==> src/rtl/alu_mat_driver.sv <==
// Command-level initiator for the 3x3 matrix ALU: loads operands through the
// sel/eleIn port, fires the op, then streams results out on a valid/ready bus.
module alu_mat_driver #(
  parameter int DATA_W   = 32,
  parameter int SEL_W    = 6,
  parameter int IDLE_SEL = 27,
  parameter int C_SEL    = 40
) (
  input  logic              clk,
  input  logic              reset,
  input  logic              cmd_valid,
  output logic              cmd_ready,
  input  logic [2:0]        cmd_op,
  output logic              cmd_err,
  input  logic              in_valid,
  output logic              in_ready,
  input  logic [DATA_W-1:0] in_data,
  output logic [SEL_W-1:0]  alu_sel,
  output logic [DATA_W-1:0] alu_eleIn,
  input  logic [DATA_W-1:0] alu_eleOut,
  output logic              out_valid,
  input  logic              out_ready,
  output logic [DATA_W-1:0] out_data,
  output logic              out_last,
  output logic              busy
);

  typedef enum logic [2:0] {
    S_IDLE, S_LOAD_E, S_LOAD_F, S_LOAD_C, S_EXEC, S_SETTLE, S_RD_SEL, S_RD_OUT
  } state_t;

  typedef enum logic [2:0] {
    OP_TRN, OP_ADD, OP_SUB, OP_MUL, OP_SCL, OP_DET, OP_BAD6, OP_BAD7
  } op_t;

  localparam logic [SEL_W-1:0] L_IDLE   = SEL_W'(IDLE_SEL);
  localparam logic [SEL_W-1:0] L_CSEL   = SEL_W'(C_SEL);
  localparam logic [SEL_W-1:0] L_F0     = SEL_W'(9);
  localparam logic [SEL_W-1:0] L_RD0    = SEL_W'(18);
  localparam logic [SEL_W-1:0] L_RD_DET = SEL_W'(27);
  localparam logic [SEL_W-1:0] L_EXEC0  = SEL_W'(28);

  state_t              r_state, w_state_n;
  op_t                 r_op, w_op_n;
  logic [3:0]          r_cnt, w_cnt_n;
  logic [3:0]          r_k, w_k_n;
  logic [SEL_W-1:0]    r_alu_sel, w_sel_n;
  logic [DATA_W-1:0]   r_alu_eleIn, w_eleIn_n;
  logic                r_out_valid, w_ov_n;
  logic [DATA_W-1:0]   r_out_data, w_od_n;
  logic                r_out_last, w_ol_n;
  logic                r_cmd_err, w_err_n;

  logic                w_in_ready;
  logic                w_in_hs;
  logic                w_legal;
  logic                w_last;
  logic [SEL_W-1:0]    w_exec_sel;

  function automatic logic [SEL_W-1:0] rd_code(input op_t op, input logic [3:0] k);
    return (op == OP_DET) ? L_RD_DET : L_RD0 + SEL_W'(k);
  endfunction

  assign w_in_ready = (((r_state == S_LOAD_E) || (r_state == S_LOAD_F)) && (r_cnt < 4'd9)) ||
                      ((r_state == S_LOAD_C) && (r_cnt == 4'd0));
  assign w_in_hs    = w_in_ready & in_valid;
  assign w_legal    = (cmd_op < 3'd6);
  assign w_last     = (r_op == OP_DET) ? (r_k == 4'd0) : (r_k == 4'd8);
  assign w_exec_sel = L_EXEC0 + SEL_W'(r_op);

  // Loads register the word in the cycle after its handshake, so each LOAD
  // state lingers one extra cycle (cnt at full, in_ready low) before moving on;
  // this gives the t -> EXEC at t+2 timing after the final operand.
  always_comb begin
    w_state_n = r_state;
    w_op_n    = r_op;
    w_cnt_n   = r_cnt;
    w_k_n     = r_k;
    w_sel_n   = L_IDLE;
    w_eleIn_n = r_alu_eleIn;
    w_ov_n    = r_out_valid;
    w_od_n    = r_out_data;
    w_ol_n    = r_out_last;
    w_err_n   = 1'b0;
    case (r_state)
      S_IDLE: begin
        if (cmd_valid) begin
          if (w_legal) begin
            w_state_n = S_LOAD_E;
            w_op_n    = op_t'(cmd_op);
            w_cnt_n   = '0;
            w_k_n     = '0;
          end else begin
            w_err_n = 1'b1;
          end
        end
      end
      S_LOAD_E: begin
        if (w_in_hs) begin
          w_sel_n   = SEL_W'(r_cnt);
          w_eleIn_n = in_data;
          w_cnt_n   = r_cnt + 4'd1;
        end else if (r_cnt == 4'd9) begin
          w_cnt_n = '0;
          case (r_op)
            OP_ADD, OP_SUB, OP_MUL: w_state_n = S_LOAD_F;
            OP_SCL:                 w_state_n = S_LOAD_C;
            default: begin
              w_state_n = S_EXEC;
              w_sel_n   = w_exec_sel;
            end
          endcase
        end
      end
      S_LOAD_F: begin
        if (w_in_hs) begin
          w_sel_n   = L_F0 + SEL_W'(r_cnt);
          w_eleIn_n = in_data;
          w_cnt_n   = r_cnt + 4'd1;
        end else if (r_cnt == 4'd9) begin
          w_cnt_n   = '0;
          w_state_n = S_EXEC;
          w_sel_n   = w_exec_sel;
        end
      end
      S_LOAD_C: begin
        if (w_in_hs) begin
          w_sel_n   = L_CSEL;
          w_eleIn_n = in_data;
          w_cnt_n   = r_cnt + 4'd1;
        end else if (r_cnt == 4'd1) begin
          w_cnt_n   = '0;
          w_state_n = S_EXEC;
          w_sel_n   = w_exec_sel;
        end
      end
      S_EXEC:   w_state_n = S_SETTLE;
      S_SETTLE: begin
        w_state_n = S_RD_SEL;
        w_sel_n   = rd_code(r_op, r_k);
      end
      S_RD_SEL: begin
        w_state_n = S_RD_OUT;
        w_ov_n    = 1'b1;
        w_od_n    = alu_eleOut;
        w_ol_n    = w_last;
      end
      S_RD_OUT: begin
        if (out_ready) begin
          w_ov_n = 1'b0;
          w_ol_n = 1'b0;
          if (w_last) begin
            w_state_n = S_IDLE;
            w_k_n     = '0;
          end else begin
            w_state_n = S_RD_SEL;
            w_k_n     = r_k + 4'd1;
            w_sel_n   = rd_code(r_op, r_k + 4'd1);
          end
        end
      end
      default: w_state_n = S_IDLE;
    endcase
  end

  always_ff @(posedge clk) begin
    if (reset) begin
      r_state     <= S_IDLE;
      r_op        <= OP_TRN;
      r_cnt       <= '0;
      r_k         <= '0;
      r_alu_sel   <= L_IDLE;
      r_alu_eleIn <= '0;
      r_out_valid <= 1'b0;
      r_out_data  <= '0;
      r_out_last  <= 1'b0;
      r_cmd_err   <= 1'b0;
    end else begin
      r_state     <= w_state_n;
      r_op        <= w_op_n;
      r_cnt       <= w_cnt_n;
      r_k         <= w_k_n;
      r_alu_sel   <= w_sel_n;
      r_alu_eleIn <= w_eleIn_n;
      r_out_valid <= w_ov_n;
      r_out_data  <= w_od_n;
      r_out_last  <= w_ol_n;
      r_cmd_err   <= w_err_n;
    end
  end

  assign cmd_ready = (r_state == S_IDLE);
  assign busy      = (r_state != S_IDLE);
  assign in_ready  = w_in_ready;
  assign cmd_err   = r_cmd_err;
  assign alu_sel   = r_alu_sel;
  assign alu_eleIn = r_alu_eleIn;
  assign out_valid = r_out_valid;
  assign out_data  = r_out_data;
  assign out_last  = r_out_last;

endmodule

==> config.mk <==
export PLATFORM = sky130hd
export DESIGN_NAME = alu_mat_driver
export DESIGN_NICKNAME = d
export VERILOG_FILES = /design/src/rtl/alu_mat_driver.sv
export SDC_FILE = /design/constraint.sdc
export NUM_CORES = 1
export LEC_CHECK = 0
export BUFFER_PORTS_ARGS = -buffer_cell sky130_fd_sc_hd__buf_2
export CAP_MARGIN = 20
export CORE_MARGIN = 8
export CORE_UTILIZATION = 50
export CTS_CLUSTER_DIAMETER = 50
export DETAILED_ROUTE_END_ITERATION = 12
export PLACE_DENSITY = 0.84
export SETUP_SLACK_MARGIN = 0.3
export SLEW_MARGIN = 20
export SYNTH_ARGS = -nofsm -noshare
export SYNTH_HDL_FRONTEND = slang
export SYNTH_SLANG_ARGS = --single-unit
==> constraint.sdc <==
create_clock -name clk -period 2.95 [get_ports clk]
set_clock_uncertainty 0.1 [all_clocks]
set_input_delay 0.1475 -clock clk [delete_from_list [all_inputs] [get_ports clk]]
set_output_delay 0.1475 -clock clk [all_outputs]
set_load 0.02 [all_outputs]
# Word level (Yosys, flattened, before mapping)
# Cells that the tools add are included.
# classes
n_bitwise	3
order_cmp	2
eq_ne	26
n_addsub	6
muxes	39
reduce_logical	22
# op_table
operator	count
$mux 6	11
$mux 4	8
$mux 3	10
$pmux 6 s5	1
$pmux 3 s8	1
$eq 3x3->1 const B	6
$add 5x4->6 const A	2
$eq 3x2->1 const B	4
$pmux 4 s3	1
$ne 2x2->1 const B	5
$reduce_and 9->1	1
$reduce_or 3->1	3
$add 4x1->4 const B	2
$eq 4x4->1 const B	2
$logic_not 4->1	2
$ne 2x1->1 const B	4
$pmux 4 s2	1
$add 5x3->6 const A	1
$eq 3x1->1 const B	2
$pmux 3 s2	1
$reduce_bool 3->1	2
$add 4x4->5 const A	1
$reduce_and 5->1	1
$eq 4x1->1 const B	1
17 further kinds	25
# totals
elab_cells	108
input_bits	72
reg_bits	87
output_inout_bits	76

# Depth between registers and ports, before layout
# Gate-level depths: netlist of run 1.
# depth
word_depth	7
ltp_mapped	9
ltp_nobuf	8

# Worst setup path after synthesis of run 1
# Ideal clock, no wire load.
# synth_timing
kind	register to register
startpoint	reg r_k[0]
endpoint	reg r_alu_sel[3], in the netlist alu_sel[3]
path_buffers	0
arrival_ns	1.889
path_slack_ns	0.842
required_time_ns	2.730
stages_incl_launch_ff	8
setup_time_ns	0.120
synth_period_minus_slack_ns	2.108
cell_sequence	dfxtp_1 -> inv_1 -> ha_1 -> ha_1 -> ha_1 -> o21a_1 -> a2111o_1 -> a211o_1
# synth_via
elab_chain_len	6
word_cells_on_any_way	11
cone_classes	add/sub (3); eq/ne (1); mux (6); reduce/logical (1)
# synth_lines
item	line	text
start, declared	46	logic [3:0] r_k, w_k_n;
start signal, assigned	182	r_k <= w_k_n;
$add 4x1->4	158	w_sel_n = rd_code(r_op, r_k + 4'd1);
$add 5x4->6	61	return (op == OP_DET) ? L_RD_DET : L_RD0 + SEL_W'(k);
$mux 6	61	
$mux 6	152	if (w_last) begin
$mux 6	149	if (out_ready) begin
$pmux 6 s5 *	85	case (r_state)
end signal, assigned	183	r_alu_sel <= w_sel_n;
end, declared	47	logic [SEL_W-1:0] r_alu_sel, w_sel_n;
# Mark *: on every way between the ends. The rest lies on a longest branch, timed or not.
# A chain may end at the register's enable or synchronous reset.

# Worst setup path after layout of run 1
# layout_timing
startpoint	reg r_state[0]
endpoint	reg r_alu_eleIn[21], in the netlist alu_eleIn[21]
# layout_via
elab_chain_len	6
word_cells_on_any_way	10
cone_classes	eq/ne (3); bitwise (1); reduce/logical (6)
# layout_lines
item	line	text
start, declared	43	state_t r_state, w_state_n;
start signal, assigned	179	r_state <= w_state_n;
$eq 3x1->1 or $eq 3x2->1 (tied branches)	64, 85	
$logic_or 1x1->1	64	assign w_in_ready = (((r_state == S_LOAD_E) || (r_state == S_LOAD_F)) && (r_cnt < 4'd9)) ||
$logic_and 1x1->1	64	
$logic_or 1x1->1	64	
$and 1x1->1	66	assign w_in_hs = w_in_ready & in_valid;
$reduce_and 2->1 (no source line) *	-	
end signal, assigned	184	r_alu_eleIn <= w_eleIn_n;
end, declared	48	logic [DATA_W-1:0] r_alu_eleIn, w_eleIn_n;
# Marked as above.

==> impl_metrics.ini, run 1 <==
[run_status]
outcome = finished clean

[placement]
hpwl_um = 9001
gp_congestion = 0.9562
numPortBuffers = 147
placed_cells = 744
dpl_cell_area_um2 = 4810

[floorplanning]
coreArea_um2 = 8051
die_h_um = 106
ios = 148
die_area_um2 = 11240
fp.dieW_um = 106
initial_core_util = 0.5030
fp-row-count = 33

[power_and_ir_drop]
clockPowerShare = 0.289
seqPwrFrac = 0.406
comb_power_share = 0.306
p_switching_mw = 1.238
switching_share = 0.3614
p_int_mw = 2.188
ir_drop_mv = 0.3252
power_density_nw_per_um2 = 597.6
p_leak_nw = 2.456

[worst_setup_path]
criticalPathCategory = register to register
crit_arrival_ns = 2.65
critPathMaxFanout = 32
setup.worst_path.start_class = register
worstPathRequired_ns = 3.13
crit_path_end_kind = register

[clocking]
cts_tree = built
htree_levels = 3
cts.reportedPaths.clkPinSlew_ns = 0.11
clock_latency_ns = 0.35
cts_buffers = 9
root_buffer = clkbuf_8
post-cts-setup-buffers = 0
clockBufferDepth = 2
clock_sinks = 87

[layout]
fin_area_um2 = 5733
drive_gt1_frac = 0.2559
area_growth_syn_to_layout_pct = 41.55
nets = 800
fin_cells = 830

[sta]
fmax_ghz = 0.4057
finalCritPeriodShare = 0.8355
max_slew.worst_pin.slew_ns = 0.7948
relSlewSlack = 0.4702
setup_violations = 0
layout_min_cycle_time_ns = 2.465
maxSlewViolCount = 0
finalHoldViolations = 0
rsz0062_at_grt = false
setup-tns-final_ns = 0

[synth]
ys_ff_latch = 87
ys_warn_count = 0
synth.largest_area_cell = dfxtp_1
async_flop_share = 0
synth-main-ff-cell = dfxtp_1
synth_top_area_share = 0.4300
synth_edf_count = 0
avgSynthCellArea_um2 = 7.819
synth_most_common_cell = nand2_1
syn_nets = 600
synth_common_cells = nand2_1, dfxtp_1, a21oi_1, nor2_1, clkbuf_1
synth_area_leaders = dfxtp_1, nand2_1, a21oi_1
synthDistinctLibCells = 61
syn_inst = 518
synth_area_um2 = 4050
ys_seq_area_frac = 0.4300

[global_routing]
antenna_found_initial = 1
overflow = 0
first_global_vias = 4852
grt_pass1_wl_um = 24810
grt_start_max_net_pins = 49
grt_usage = 0.2709

[min_path]
min_path_type = input port to register

[detailed_routing]
drc = 0
drt_wl_total_um = 15170
firstDrtPassIters = 7
vias = 4781
drt-initial-drc-count = 566
ant_nets = 0
avgRoutedWirePerCell_um = 18.28
drt-vias-per-instance = 5.760

[flow_run]
cap_violations = 0
==> worst max-delay path, stage by stage (launching register included) <==
cell and delay, ns:
dfxtp_1 0.73, and3b_1 0.33, nand4_1 0.21, nand2_1 0.31, buf_4 0.38, nand2_1 0.11, a21oi_1 0.22
==> logic make-up after synthesis <==
group,share of synthesized area
xor gates and xnor gates,0.02132
DFF,0.4300
muxes,0.008649
adders and majority gates,0.03089
and+or+nand+nor,0.2638
AOI/OAI and AO/OA,0.1922
buffers and inverters,0.05314
==> cell type report <==
class | count | area [um^2]
diodes | 2 | 5.005
repair buffers | 223 | 1476
multi-input cells | 386 | 2100
flip-flops and latches | 87 | 1742
clock buffers | 10 | 137.6
clock inverters | 6 | 100.1
fillers | 588 | 2318
inverters | 11 | 41.29
well taps | 105 | 131.4
==> what timing repair did <==
item / in CTS / in global routing
resized for setup: 0 / 0
endpoints found under the hold margin: 66 / 0
hold buffers: 68 / 0
==> path summary, 6_finish.rpt <==
| check | from | to | slack [ns] | cells after the start |
|---|---|---|---|---|
| worst max-delay path | r_state[0] | alu_eleIn[21] | 0.49 | 6 |
| worst min-delay path | cmd_op[2] | r_op[2] | 0.05 | 3 |
| worst max register to register | r_state[0] | alu_eleIn[21] | 0.49 | 6 |
| worst min register to register | out_data[29] | out_data[29] | 0.36 | 2 |
==> through the flow <==
stage	hold WS [ns]	setup slack, ns	total power, mW	utilization
finish	0.05392	0.4851	3.426	0.7120
global route	0.06107	0.3835	3.587	0.7117
CTS	0.03421	0.6446	3.384	0.7114
detailed placement	0.2932	0.6640	2.346	0.5974
global placement	0.2872	0.7039	2.331	0.5974
floorplan	0.1717	0.8418	2.044	-
==> power groups by stage <==
stage	Sequential [mW]	Combinational (mW)	Clock [mW]
finish	1.39	1.05	0.990
global route	1.40	1.13	1.05
CTS	1.38	1.01	0.991
detailed placement	1.41	0.938	0
global placement	1.40	0.928	0
floorplan	1.47	0.576	0
==> cell usage in the layout, fill, tap and decap left out, types with 2 or more instances in the layout <==
| cell | n |
|---|---|
| nand2_1 | 148 |
| buf_2 | 147 |
| dfxtp_1 | 87 |
| a21oi_1 | 78 |
| dlygate4sd3_1 | 68 |
| nor2_1 | 17 |
| nor3_1 | 15 |
| nand3_1 | 13 |
| o21ai_0 | 10 |
| ha_1 | 10 |
| clkbuf_8 | 10 |
| inv_1 | 9 |
| buf_4 | 8 |
| xnor2_1 | 5 |
| or3_1 | 5 |
| nor2b_1 | 5 |
| nand3b_1 | 5 |
| nand2b_1 | 5 |
| o31ai_1 | 5 |
| a31oi_1 | 5 |
| xor2_1 | 3 |
| o32ai_1 | 3 |
| and2_1 | 3 |
| o22ai_1 | 3 |
| a211o_1 | 3 |
| a2111o_1 | 3 |
| diode_2 | 2 |
| inv_2 | 2 |
| and3b_1 | 2 |
| nand4b_1 | 2 |
| or2_2 | 2 |
| and3_1 | 2 |
| mux2i_1 | 2 |
| a211oi_1 | 2 |
| o21a_1 | 2 |
| a311oi_1 | 2 |
| bufinv_16 | 2 |
| clkinv_4 | 2 |
| inv_8 | 2 |
==> state kept, by name, indices dropped and copies added, names as in the netlist, 3 cells and up <==
signal / flops
r_k: 4
r_cnt: 4
r_state: 3
alu_sel: 6
alu_eleIn: 32
r_op: 3
out_data: 32
==> metal layers <==
metal	part of all wire	GRT usage	routed length, um
met5	0	0	0
met4	0.049	0.1588	741
met2	0.49	0.4370	7448
met1	0.36	0.2988	5398
met3	0.10	0.1041	1581
No activity file was read; power rests on OpenSTA's default activity.
==> run 2: changes to the inputs <==
--- a/config.mk
+++ b/config.mk
@@ -8,10 +8,10 @@
 export BUFFER_PORTS_ARGS = -buffer_cell sky130_fd_sc_hd__buf_2
 export CAP_MARGIN = 20
 export CORE_MARGIN = 8
-export CORE_UTILIZATION = 50
+export CORE_UTILIZATION = 45
 export CTS_CLUSTER_DIAMETER = 50
 export DETAILED_ROUTE_END_ITERATION = 12
-export PLACE_DENSITY = 0.84
+export PLACE_DENSITY = 0.8
 export SETUP_SLACK_MARGIN = 0.3
 export SLEW_MARGIN = 20
 export SYNTH_ARGS = -nofsm -noshare
==> constraint.sdc (replaced) <==
create_clock -name clk -period 2.1 [get_ports clk]
set_clock_uncertainty 0.1 [all_clocks]
set_input_delay 0.105 -clock clk [delete_from_list [all_inputs] [get_ports clk]]
set_output_delay 0.105 -clock clk [all_outputs]
set_load 0.02 [all_outputs]
==> impl_metrics.ini, run 2 (synthesis results as in run 1) <==
[sta]
finalHoldViolations = 0
fmax_ghz = 0.4725
maxSlewViolCount = 0
setup_violations = 4
rsz0062_at_grt = true
relSlewSlack = 0.6789
max_slew.worst_pin.slew_ns = 0.4817
setup_ws_ns = -0.01619
finalCritPeriodShare = 1.008
layout_min_cycle_time_ns = 2.116

[worst_setup_path]
cp_slowest_stage_delay_ns = 0.40
path_cells = inv_4 -> ha_4 -> nor2b_4 -> o2111ai_4 -> buf_6 -> nand4b_1 -> or2_4 -> buf_6 -> o21ai_2
criticalPathCategory = register to register
r2r_start = r_cnt[1]
crit_path_end_kind = register
worstPathRequired_ns = 2.28
startpoint = r_cnt[1]
setup.worst_path.start_class = register
crit_top_cell = buf_6
crit_arrival_ns = 2.30
slowest_stage = dfxtp_2
critPathMaxFanout = 4

[global_routing]
first_global_vias = 5094
grt_util_met3 = 0.08658
grt_start_max_net_pins = 89
grt_use_met1 = 0.2649
use_met2 = 0.4229
grt_pass1_wl_um = 25650
overflow = 0
top_usage_layer = met2
grt_usage = 0.2478
antenna_found_initial = 0

[detailed_routing]
drt-initial-drc-count = 562
avgRoutedWirePerCell_um = 21.34
ant_nets = 0
firstDrtPassIters = 5
vias = 5245
drt-vias-per-instance = 5.887
drc = 0
drt_wl_total_um = 19020

[layout]
fin_area_um2 = 7087
final_cell_mix = buf_2, nand2_1, dfxtp_1
nets = 860
area_growth_syn_to_layout_pct = 74.98
final_common_cell = buf_2
fin_cells = 891
final_util = 0.8126
antennaDiodeCount = 0
drive_gt1_frac = 0.4700

[floorplanning]
initial_core_util = 0.4644
die_area_um2 = 12290
fp-row-count = 34
coreArea_um2 = 8721
fp.dieW_um = 110.9
die_h_um = 110.9
ios = 148

[placement]
gp_congestion = 0.9707
dpl_cell_area_um2 = 5105
numPortBuffers = 147
placed_cells = 769
hpwl_um = 9409

[min_path]
min_path_type = input port to register
worstHoldStart = out_ready

[clocking]
htree_levels = 3
cts_buffers = 9
root_buffer = clkbuf_8
clock_latency_ns = 0.37
cts_tree = built
clock_sinks = 87
clockBufferDepth = 2
cts.reportedPaths.clkPinSlew_ns = 0.12

[power_and_ir_drop]
p_leak_nw = 2.939
power.total_mw = 5.665
power_density_nw_per_um2 = 799.4
ir_drop_mv = 0.5338

[flow_run]
cap_violations = 0

[run_status]
violations = negative setup slack
outcome = complete, but fails checks
==> run 2: cell types whose count changed in the layout (fill, tap and decap cells not counted), moves of 6 or more <==
cell     delta
ha_1        -7
buf_4      +33
inv_1       -6
dfxtp_1    -11
dfxtp_2     +7
ha_4        +6
buf_6      +14
a21oi_2    +33
nand2_4    +31
a21oi_1    -33
nand2_1    -35
buf_12      +7
==> run 2: path summary, 6_finish.rpt <==
check	endpoint	slack, ns	cells past startpoint
max reg2reg	r_state[0]	-0.02	9
max	r_state[0]	-0.02	9
min	r_state[2]	0.05	3
min reg2reg	out_data[23]	0.36	2
==> run 2: worst max-delay path: cells and delay by family, from the launching register on <==
kind | cells | cell delay, ns
simple gates | 3 | 0.61
fa+ha+maj | 1 | 0.15
buf+inv | 3 | 0.35
flops | 1 | 0.40
compound gates | 2 | 0.42
==> run 2: final cells by class <==
| cell class | count | area [um^2] |
|---|---|---|
| clock buffer | 10 | 127.6 |
| clock inverter | 6 | 52.55 |
| fill | 484 | 1634 |
| inverter | 11 | 52.55 |
| multi-input combinational | 386 | 2786 |
| sequential | 87 | 1765 |
| tap | 108 | 135.1 |
| timing repair buffer | 283 | 2167 |
==> run 2: where the power goes <==
group	switching (mW)	internal (mW)	leakage (nW)
Sequential	0.174	1.80	0.710
Combinational	1.40	1.14	2.14
Clock	0.703	0.449	0.0850
Total	2.28	3.39	2.94
==> run 2: through the flow <==
step / hold slack, ns / worst slack (ns) / TNS (ns)
floorplan: 0.1292 / 0.1886 / 0
global placement: 0.2446 / 0.08132 / 0
detailed placement: 0.2510 / 0.02390 / 0
CTS: 0.01422 / 0.1221 / 0
global route: 0.04139 / -0.04322 / -0.08988
finish: 0.04675 / -0.01619 / -0.03307
==> run 2: per-layer routing <==
layer,wire [um],share of wire
met5,0,0
met2,9237,0.49
met3,1976,0.10
met4,1233,0.065
met1,6567,0.35
==> run 2: timing repair <==
item	4_1_cts	5_1_grt
buffers inserted	20	13
setup endpoints to repair	51	79
hold endpoints to repair	68	0
pin swaps	33	65
gates cloned	4	0
gates resized for setup	59	129
hold buffers	69	0
